==> src/rtl/dyn_array_ctrl.sv <==
// Run-time resizable DEPTH x WIDTH array with zero-fill on growth and bounds-checked access.
// Optional macro DYN_ARRAY_ERRCNT_EN adds a saturating error-response counter (err_cnt).
module dyn_array_ctrl #(
  parameter  int WIDTH = 8,
  parameter  int DEPTH = 16,
  localparam int AW    = $clog2(DEPTH),
  localparam int SW    = $clog2(DEPTH + 1)
) (
  input  logic             clk,
  input  logic             nreset,
  input  logic             cmd_valid,
  output logic             cmd_ready,
  input  logic [2:0]       cmd_op,
  input  logic [SW-1:0]    cmd_size,
  input  logic [AW-1:0]    cmd_addr,
  input  logic [WIDTH-1:0] cmd_wdata,
  output logic             rsp_valid,
  output logic             rsp_err,
  output logic [WIDTH-1:0] rsp_data,
  output logic [SW-1:0]    size,
`ifdef DYN_ARRAY_ERRCNT_EN
  output logic [7:0]       err_cnt,
`endif
  output logic             busy
);

  // Handshake: a command transfers on a rising edge where cmd_valid && cmd_ready.
  // Every accepted command yields exactly one single-cycle rsp_valid pulse; no backpressure.

  typedef enum logic {IDLE = 1'b0, FILL = 1'b1} state_t;

  localparam logic [2:0]    OP_ALLOC  = 3'd0;
  localparam logic [2:0]    OP_RESIZE = 3'd1;
  localparam logic [2:0]    OP_DELETE = 3'd2;
  localparam logic [2:0]    OP_WRITE  = 3'd3;
  localparam logic [2:0]    OP_READ   = 3'd4;
  localparam logic [SW-1:0] DEPTH_SZ  = SW'(DEPTH);

  state_t             state_q;
  logic [SW-1:0]      size_q;
  logic [SW-1:0]      fill_ptr_q;
  logic [SW-1:0]      target_q;
  logic               rsp_valid_q;
  logic               rsp_err_q;
  logic [WIDTH-1:0]   rsp_data_q;
  logic [WIDTH-1:0]   mem_q [DEPTH];

  logic               accept;
  logic               addr_ok;
  logic               mem_we_d;
  logic [AW-1:0]      mem_waddr_d;
  logic [WIDTH-1:0]   mem_wdata_d;

  assign cmd_ready = (state_q == IDLE);
  assign busy      = (state_q == FILL);
  assign accept    = cmd_valid && cmd_ready;
  assign addr_ok   = (SW'(cmd_addr) < size_q);
  assign rsp_valid = rsp_valid_q;
  assign rsp_err   = rsp_err_q;
  assign rsp_data  = rsp_data_q;
  assign size      = size_q;

  // Fill zeroing and WRITE share the single storage write port; they never overlap.
  always_comb begin
    mem_we_d    = 1'b0;
    mem_waddr_d = cmd_addr;
    mem_wdata_d = cmd_wdata;
    if (state_q == FILL) begin
      mem_we_d    = 1'b1;
      mem_waddr_d = fill_ptr_q[AW-1:0];
      mem_wdata_d = '0;
    end else if (accept && cmd_op == OP_WRITE && addr_ok) begin
      mem_we_d = 1'b1;
    end
  end

  always_ff @(posedge clk) begin
    if (mem_we_d) mem_q[mem_waddr_d] <= mem_wdata_d;
  end

  always_ff @(posedge clk or posedge nreset) begin
    if (nreset) begin
      state_q     <= IDLE;
      size_q      <= '0;
      fill_ptr_q  <= '0;
      target_q    <= '0;
      rsp_valid_q <= 1'b0;
      rsp_err_q   <= 1'b0;
      rsp_data_q  <= '0;
    end else begin
      rsp_valid_q <= 1'b0;
      rsp_err_q   <= 1'b0;
      rsp_data_q  <= '0;
      case (state_q)
        IDLE: begin
          if (cmd_valid) begin
            rsp_valid_q <= 1'b1;
            case (cmd_op)
              OP_ALLOC: begin
                if (cmd_size > DEPTH_SZ) begin
                  rsp_err_q <= 1'b1;
                end else if (cmd_size == '0) begin
                  size_q <= '0;
                end else begin
                  rsp_valid_q <= 1'b0;
                  fill_ptr_q  <= '0;
                  target_q    <= cmd_size;
                  state_q     <= FILL;
                end
              end
              OP_RESIZE: begin
                if (cmd_size > DEPTH_SZ) begin
                  rsp_err_q <= 1'b1;
                end else if (cmd_size <= size_q) begin
                  size_q <= cmd_size;
                end else begin
                  // Growth zeroes only the newly exposed tail; 0..size-1 are kept.
                  rsp_valid_q <= 1'b0;
                  fill_ptr_q  <= size_q;
                  target_q    <= cmd_size;
                  state_q     <= FILL;
                end
              end
              OP_DELETE: size_q <= '0;
              OP_WRITE:  rsp_err_q <= !addr_ok;
              OP_READ: begin
                if (addr_ok) rsp_data_q <= mem_q[cmd_addr];
                else         rsp_err_q  <= 1'b1;
              end
              default: rsp_err_q <= 1'b1;
            endcase
          end
        end
        FILL: begin
          if (fill_ptr_q == target_q - SW'(1)) begin
            size_q      <= target_q;
            rsp_valid_q <= 1'b1;
            state_q     <= IDLE;
          end else begin
            fill_ptr_q <= fill_ptr_q + SW'(1);
          end
        end
        default: state_q <= IDLE;
      endcase
    end
  end

`ifdef DYN_ARRAY_ERRCNT_EN
  logic [7:0] err_cnt_q;

  always_ff @(posedge clk or posedge nreset) begin
    if (nreset) begin
      err_cnt_q <= '0;
    end else if (accept && cmd_op == OP_ALLOC) begin
      err_cnt_q <= '0;
    end else if (rsp_valid_q && rsp_err_q && err_cnt_q != 8'hFF) begin
      err_cnt_q <= err_cnt_q + 8'd1;
    end
  end

  assign err_cnt = err_cnt_q;
`endif

endmodule

==> config.mk <==
export PLATFORM = sky130hd
export DESIGN_NAME = dyn_array_ctrl
export DESIGN_NICKNAME = d
export VERILOG_FILES = /design/src/rtl/dyn_array_ctrl.sv
export SDC_FILE = /design/constraint.sdc
export NUM_CORES = 1
export LEC_CHECK = 0
export CAP_MARGIN = 20
export CORE_MARGIN = 2
export CORE_UTILIZATION = 35
export CTS_CLUSTER_DIAMETER = 60
export DETAILED_ROUTE_END_ITERATION = 10
export PLACE_DENSITY_LB_ADDON = 0.15
export SLEW_MARGIN = 20
export SYNTH_ARGS = -nofsm -noshare
export SYNTH_HDL_FRONTEND = slang
export SYNTH_SLANG_ARGS = --single-unit
==> constraint.sdc <==
create_clock -name clk -period 2.3 [get_ports clk]
set_input_delay 0.575 -clock clk [delete_from_list [all_inputs] [get_ports clk]]
set_output_delay 0.575 -clock clk [all_outputs]
set_load 0.005 [all_outputs]
# Word level (Yosys, flattened, before mapping)
# Memories as Yosys holds them, arrays and structs flattened.
# Index checks and enable logic that the tools add are counted.
classes:
  addsub: 2
  n_lt_le_gt_ge: 3
  eq_ne: 20
  muxes: 52
  bitwise: 1
  n_reduce_logical: 11
op_table:
  columns: ["operator", "n"]
  rows:
  - ["two-way mux 5 bit", 16]
  - ["two-way mux 8 bit", 5]
  - ["one-hot mux 5 bit (2 select lines)", 4]
  - ["AND reduction 7 bit", 3]
  - ["two-way mux 1 bit", 20]
  - ["inequality test 3 bit (second input constant)", 6]
  - ["one-hot mux 5 bit (3 select lines)", 1]
  - ["inequality test 2 bit (second input constant)", 6]
  - ["one-hot mux 1 bit (2 select lines)", 4]
  - ["== test 3 x 2 -> 1 bit (second input constant)", 2]
  - ["adder 5 x 1 -> 5 bit (second input constant)", 1]
  - ["== test 5 bit", 1]
  - ["greater-than comparator 5 bit (second input constant)", 1]
  - ["<= comparator 5 bit", 1]
  - ["logical NOT 5 bit", 1]
  - ["less-than comparator 4 x 5 -> 1 bit", 1]
  - ["subtractor 5 x 1 -> 5 bit (second input constant)", 1]
  - ["two-way mux 4 bit", 1]
  - ["inequality test 4 x 1 -> 1 bit (second input constant)", 1]
  - ["one-hot mux 1 bit (4 select lines)", 1]
  - ["== test 3 x 1 -> 1 bit (second input constant)", 1]
  - ["== test 3 bit (second input constant)", 1]
  - ["logical AND 1 bit", 3]
  - ["logical NOT 3 bit", 1]
  - ["other kinds (6)", 6]
totals:
  regBits: 26
  mem_bits_rw: 128
  input_bits: 23
  out_inout_bits: 17
  elab_cells: 97
  memories: 1
mem_list:
  columns: ["name", "depth", "word_bits", "rd", "rd_clocked_by_memory_dff", "write_ports", "line_no", "text"]
  rows:
  - ["mem_q", 16, 8, 1, 0, 1, "46", "logic [WIDTH-1:0] mem_q [DEPTH];"]

# Longest topological paths before layout
depth:
  ltp_word: 8
  depth_mapped: 9
  mapped_depth_nobuf: 8

# Least setup slack after synthesis
# No wires, ideal clock.
synth_path:
  path_kind: "input -> register"
  from: "in cmd_size[0]"
  to: "reg target_q[2]"
  arrival_time_ns: 2.527
  setup_slack_ns: -0.355
  path_stages: 7
  n_path_buf: 1
  path_cell_list: "or4_1 -> ha_1 -> nor2b_1 -> a21oi_1 -> a21boi_1 -> clkbuf_1 -> mux2_1"
synth_via:
  elab_chain_cells: 3
synth_lines:
  columns: ["element", "line_no", "text"]
  rows:
  - ["start, declared", "14", "input logic [SW-1:0] cmd_size,"]
  - ["<= comparator 5 bit, or another cell as far along", "114", "end else if (cmd_size <= size_q) begin"]
  - ["inequality test 2 bit (no line)", null, null]
  - ["AND reduction 7 bit (no line) *", null, null]
  - ["end signal, assigned", "107", "target_q <= cmd_size;"]
  - ["end signal, assigned", "120", "target_q <= cmd_size;"]
  - ["end, declared", "42", "logic [SW-1:0] target_q;"]
# Every way passes the cells marked *; elsewhere a longest branch is shown, timed or not.
# A chain may end at the register's enable or synchronous reset.

# Worst setup path after layout
layout_path:
  from: "in cmd_size[3]"
  to: "reg fill_ptr_q[2]"
layout_via:
  elab_chain_cells: 3
layout_lines:
  columns: ["element", "line_no", "text"]
  rows:
  - ["<= comparator 5 bit, or another cell as far along", "114", null]
  - ["inequality test 3 bit (no line)", null, null]
  - ["AND reduction 7 bit (no line) *", null, null]
  - ["end signal, assigned", "119", "fill_ptr_q <= size_q;"]
  - ["end signal, assigned", "140", "fill_ptr_q <= fill_ptr_q + SW'(1);"]
  - ["end, declared", "41", "logic [SW-1:0] fill_ptr_q;"]
# Marked as above.

==> results.ini <==
[critical_path]
crit_type=input pin to flop
arrival_ns=2.57
critical_path.top_delay_family=simple AND/OR/NAND/NOR gates
worstSetupStartpointType=input pin
cpMostUsedCell=buf_4
crit_start=cmd_size[3]
cp_num_buf_inv=5
r2r-end=fill_ptr_q[2]
worstPathCellList=clkdlybuf4s15_1 > or4_4 > inv_2 > ha_2 > nand2b_4 > buf_4 > a21boi_4 > buf_12 > or2_0 > buf_4 > o211a_1
critPathCaptureType=flop
cpMaxStageDelayCell=or4_4
cp.required_ns=2.61
worstPathMaxFanout=7
timing.rr.start=target_q[1]
r2r_cells=10
reg2reg_slack_ns=0.08
crit_path_max_incr_delay_ns=0.58

[sta]
min_period_ns=2.26
drv_slew=0
rsz0062_at_grt=yes
setup_slack_ns=0.0375
finalHoldViolCount=0
setup-violations-final=0
finClkSkew_ns=0.00912
fin_tns_setup_ns=0
fin_crit_sh_pct=98.4
max_freq_ghz=0.442
tightest_slew_ns=1.06
maxSlewHeadroom_pct=29.1

[yosys]
synth-seq-area-share_pct=67.4
avgSynthCellArea_um2=16.1
ys_ff_latch=154
ys_warn_count=0
synth.net_count=450
synth_edf_count=128
ys.flop_type=edfxtp_1
synth_cell_types=50
syn_inst=415
syn-cell-area_um2=6670
synth_async_sr_flop_share_pct=16.9

[clock_tree]
clock_path_buffers=2
cts_made_buffers=17
htree_levels=4
path_clk_slew_ns=0.06
cts_tree=done
clk_latency_ns=0.42
root_buffer=clkbuf_16
clock_sinks=154

[global_route]
grt_max_degree=27
grt_usage_pct=17.3
grt_pass1_wl_um=25400
overflow=0
grt_pass1_vias=4395
antenna_found_initial=0

[floorplan]
row_count=50
io_pins=40
dieHeight_um=142
fp.dieW_um=142
core_um2=18700
start_util_pct=35.7
fp.dieArea_um2=20200

[routing]
viasPerCell=5.16
detail-route-antenna-nets=0
dr.first_iter.drc_count=268
wl_per_cell_um=20.4
vias=4097
drcViolationCount=0
drt-total-wl_um=16200
first_pass_iters=4

[power_and_ir_drop]
p_per_area_nw_per_um2=1070
ir_worst_vdd_mv=0.587
cellLeakagePower_nw=3.29

[status]
status=finished, final reports clean

[final_layout]
num-nets-final=582
area_delta_synth_final_pct=36.4
diodes=0
drive_above_1_share_pct=37.1

[place]
place_ws_ns=-0.588
port_buffers=39
place_hpwl_um=11200
gp_congestion=0.795

[job]
maxCapViolCount=0

[hold_path]
min_path_type=input pin to async pin

[per-layer routing]
metal	GRT usage [%]	up-vias	wire (µm)
li1	-	1893	-
met1	21.6	2085	6980
met2	29.3	90	8180
met3	3.77	29	621
met4	6.84	0	442
met5	0	-	0
[through the flow]
stage	power [mW]	instance area [µm²]	utilization, %	hold WS (ns)	std cells
finish	9.75	9100	48.6	0.543	794
global route	10.3	9100	48.6	0.585	794
CTS	9.77	9020	48.2	0.536	791
detailed placement	6.81	8180	43.7	0.548	744
global placement	6.78	8180	43.7	0.533	744
floorplan	5.53	6960	-	0.502	415
[what timing repair did]
item / in CTS / in global routing
endpoints found under the setup margin: 147 / 132
resized for setup: 15 / 11
setup buffers: 15 / 3
pin swaps: 17 / 8
hold buffers: 0 / 0
[final cells by class]
type / instances / area [µm²]
Clock inverter: 13 / 151
Multi-Input combinational cell: 224 / 2350
Sequential cell: 154 / 4490
Clock buffer: 19 / 433
Timing Repair Buffer: 135 / 1320
Fill cell: 1579 / 9610
Inverter: 15 / 56.3
Tap cell: 234 / 293
[worst max-delay path by stage]
stage	slack [ns]	cells past startpoint	endpoint
2_1_floorplan	-0.05	7	target_q[2]
3_3_place_gp	-0.58	8	mem_q[12][4]
3_5_place_dp	-0.59	10	fill_ptr_q[2]
4_1_cts	0.0003	8	mem_q[5][2]
5_1_grt	-0.08	11	fill_ptr_q[4]
6_report	0.04	11	fill_ptr_q[2]
[state kept, by name, indices dropped and copies added (netlist names)]
signal / flops
rsp_data: 8
fill_ptr_q: 5
size: 5
mem_q: 128
target_q: 5
rsp_err: 1
rsp_valid: 1
busy: 1
[power breakdown]
part | leakage (nW) | switching (mW) | internal (mW)
logic | 1.51 | 1.68 | 1.49
clock network | 0.276 | 1.06 | 1.69
registers | 1.51 | 0.196 | 3.64
[synth_stat cells (all sizes together), types with 4 or more instances]
| cell | number | area, µm² |
|---|---|---|
| a211oi | 18 | 140 |
| a21oi | 11 | 55.1 |
| and2 | 8 | 50.1 |
| and3 | 6 | 37.5 |
| buf | 9 | 55.0 |
| clkbuf | 13 | 48.8 |
| dfrtp | 26 | 651 |
| edfxtp | 128 | 3840 |
| ha | 12 | 150 |
| inv | 15 | 56.3 |
| mux2 | 5 | 63.8 |
| mux2i | 12 | 120 |
| mux4 | 32 | 721 |
| nand2 | 20 | 75.1 |
| nand3 | 4 | 20.0 |
| nand4 | 5 | 31.3 |
| nor2 | 24 | 92.6 |
| nor2b | 10 | 62.6 |
| nor3 | 9 | 45.0 |
| o21ai | 12 | 60.1 |
[cell families after synthesis]
logic type,synth area share (%)
AO/OA/AOI/OAI,6.73
XOR/XNOR,0.788
adder cells (fa/ha/maj),2.25
buffers and inverters,2.40
flip-flops,67.4
multiplexers,13.6
AND/OR/NAND/NOR,6.92
[layout by cell type (no fill, tap or decap), types with 8 or more instances in the layout]
cell type,instances
dfrtp_1,26
buf_12,17
mux2i_1,12
nor2b_1,8
inv_1,9
edfxtp_1,128
nand2_1,19
clkdlybuf4s50_1,31
a21oi_1,9
and2_1,8
mux4_2,32
a211oi_1,14
nor2_4,16
buf_4,77
clkbuf_16,17
nor3_1,9
[worst reg2reg max path: stages (launching register included)]
cell      delay [ns]
dfrtp_1         0.37
inv_2           0.06
ha_4            0.17
o21ba_1         0.16
a221o_1         0.35
a211oi_2        0.21
buf_4           0.16
nor2_2          0.04
or2_0           0.23
buf_4           0.16
o211a_1         0.20
No activity file was read; power rests on OpenSTA's default activity.
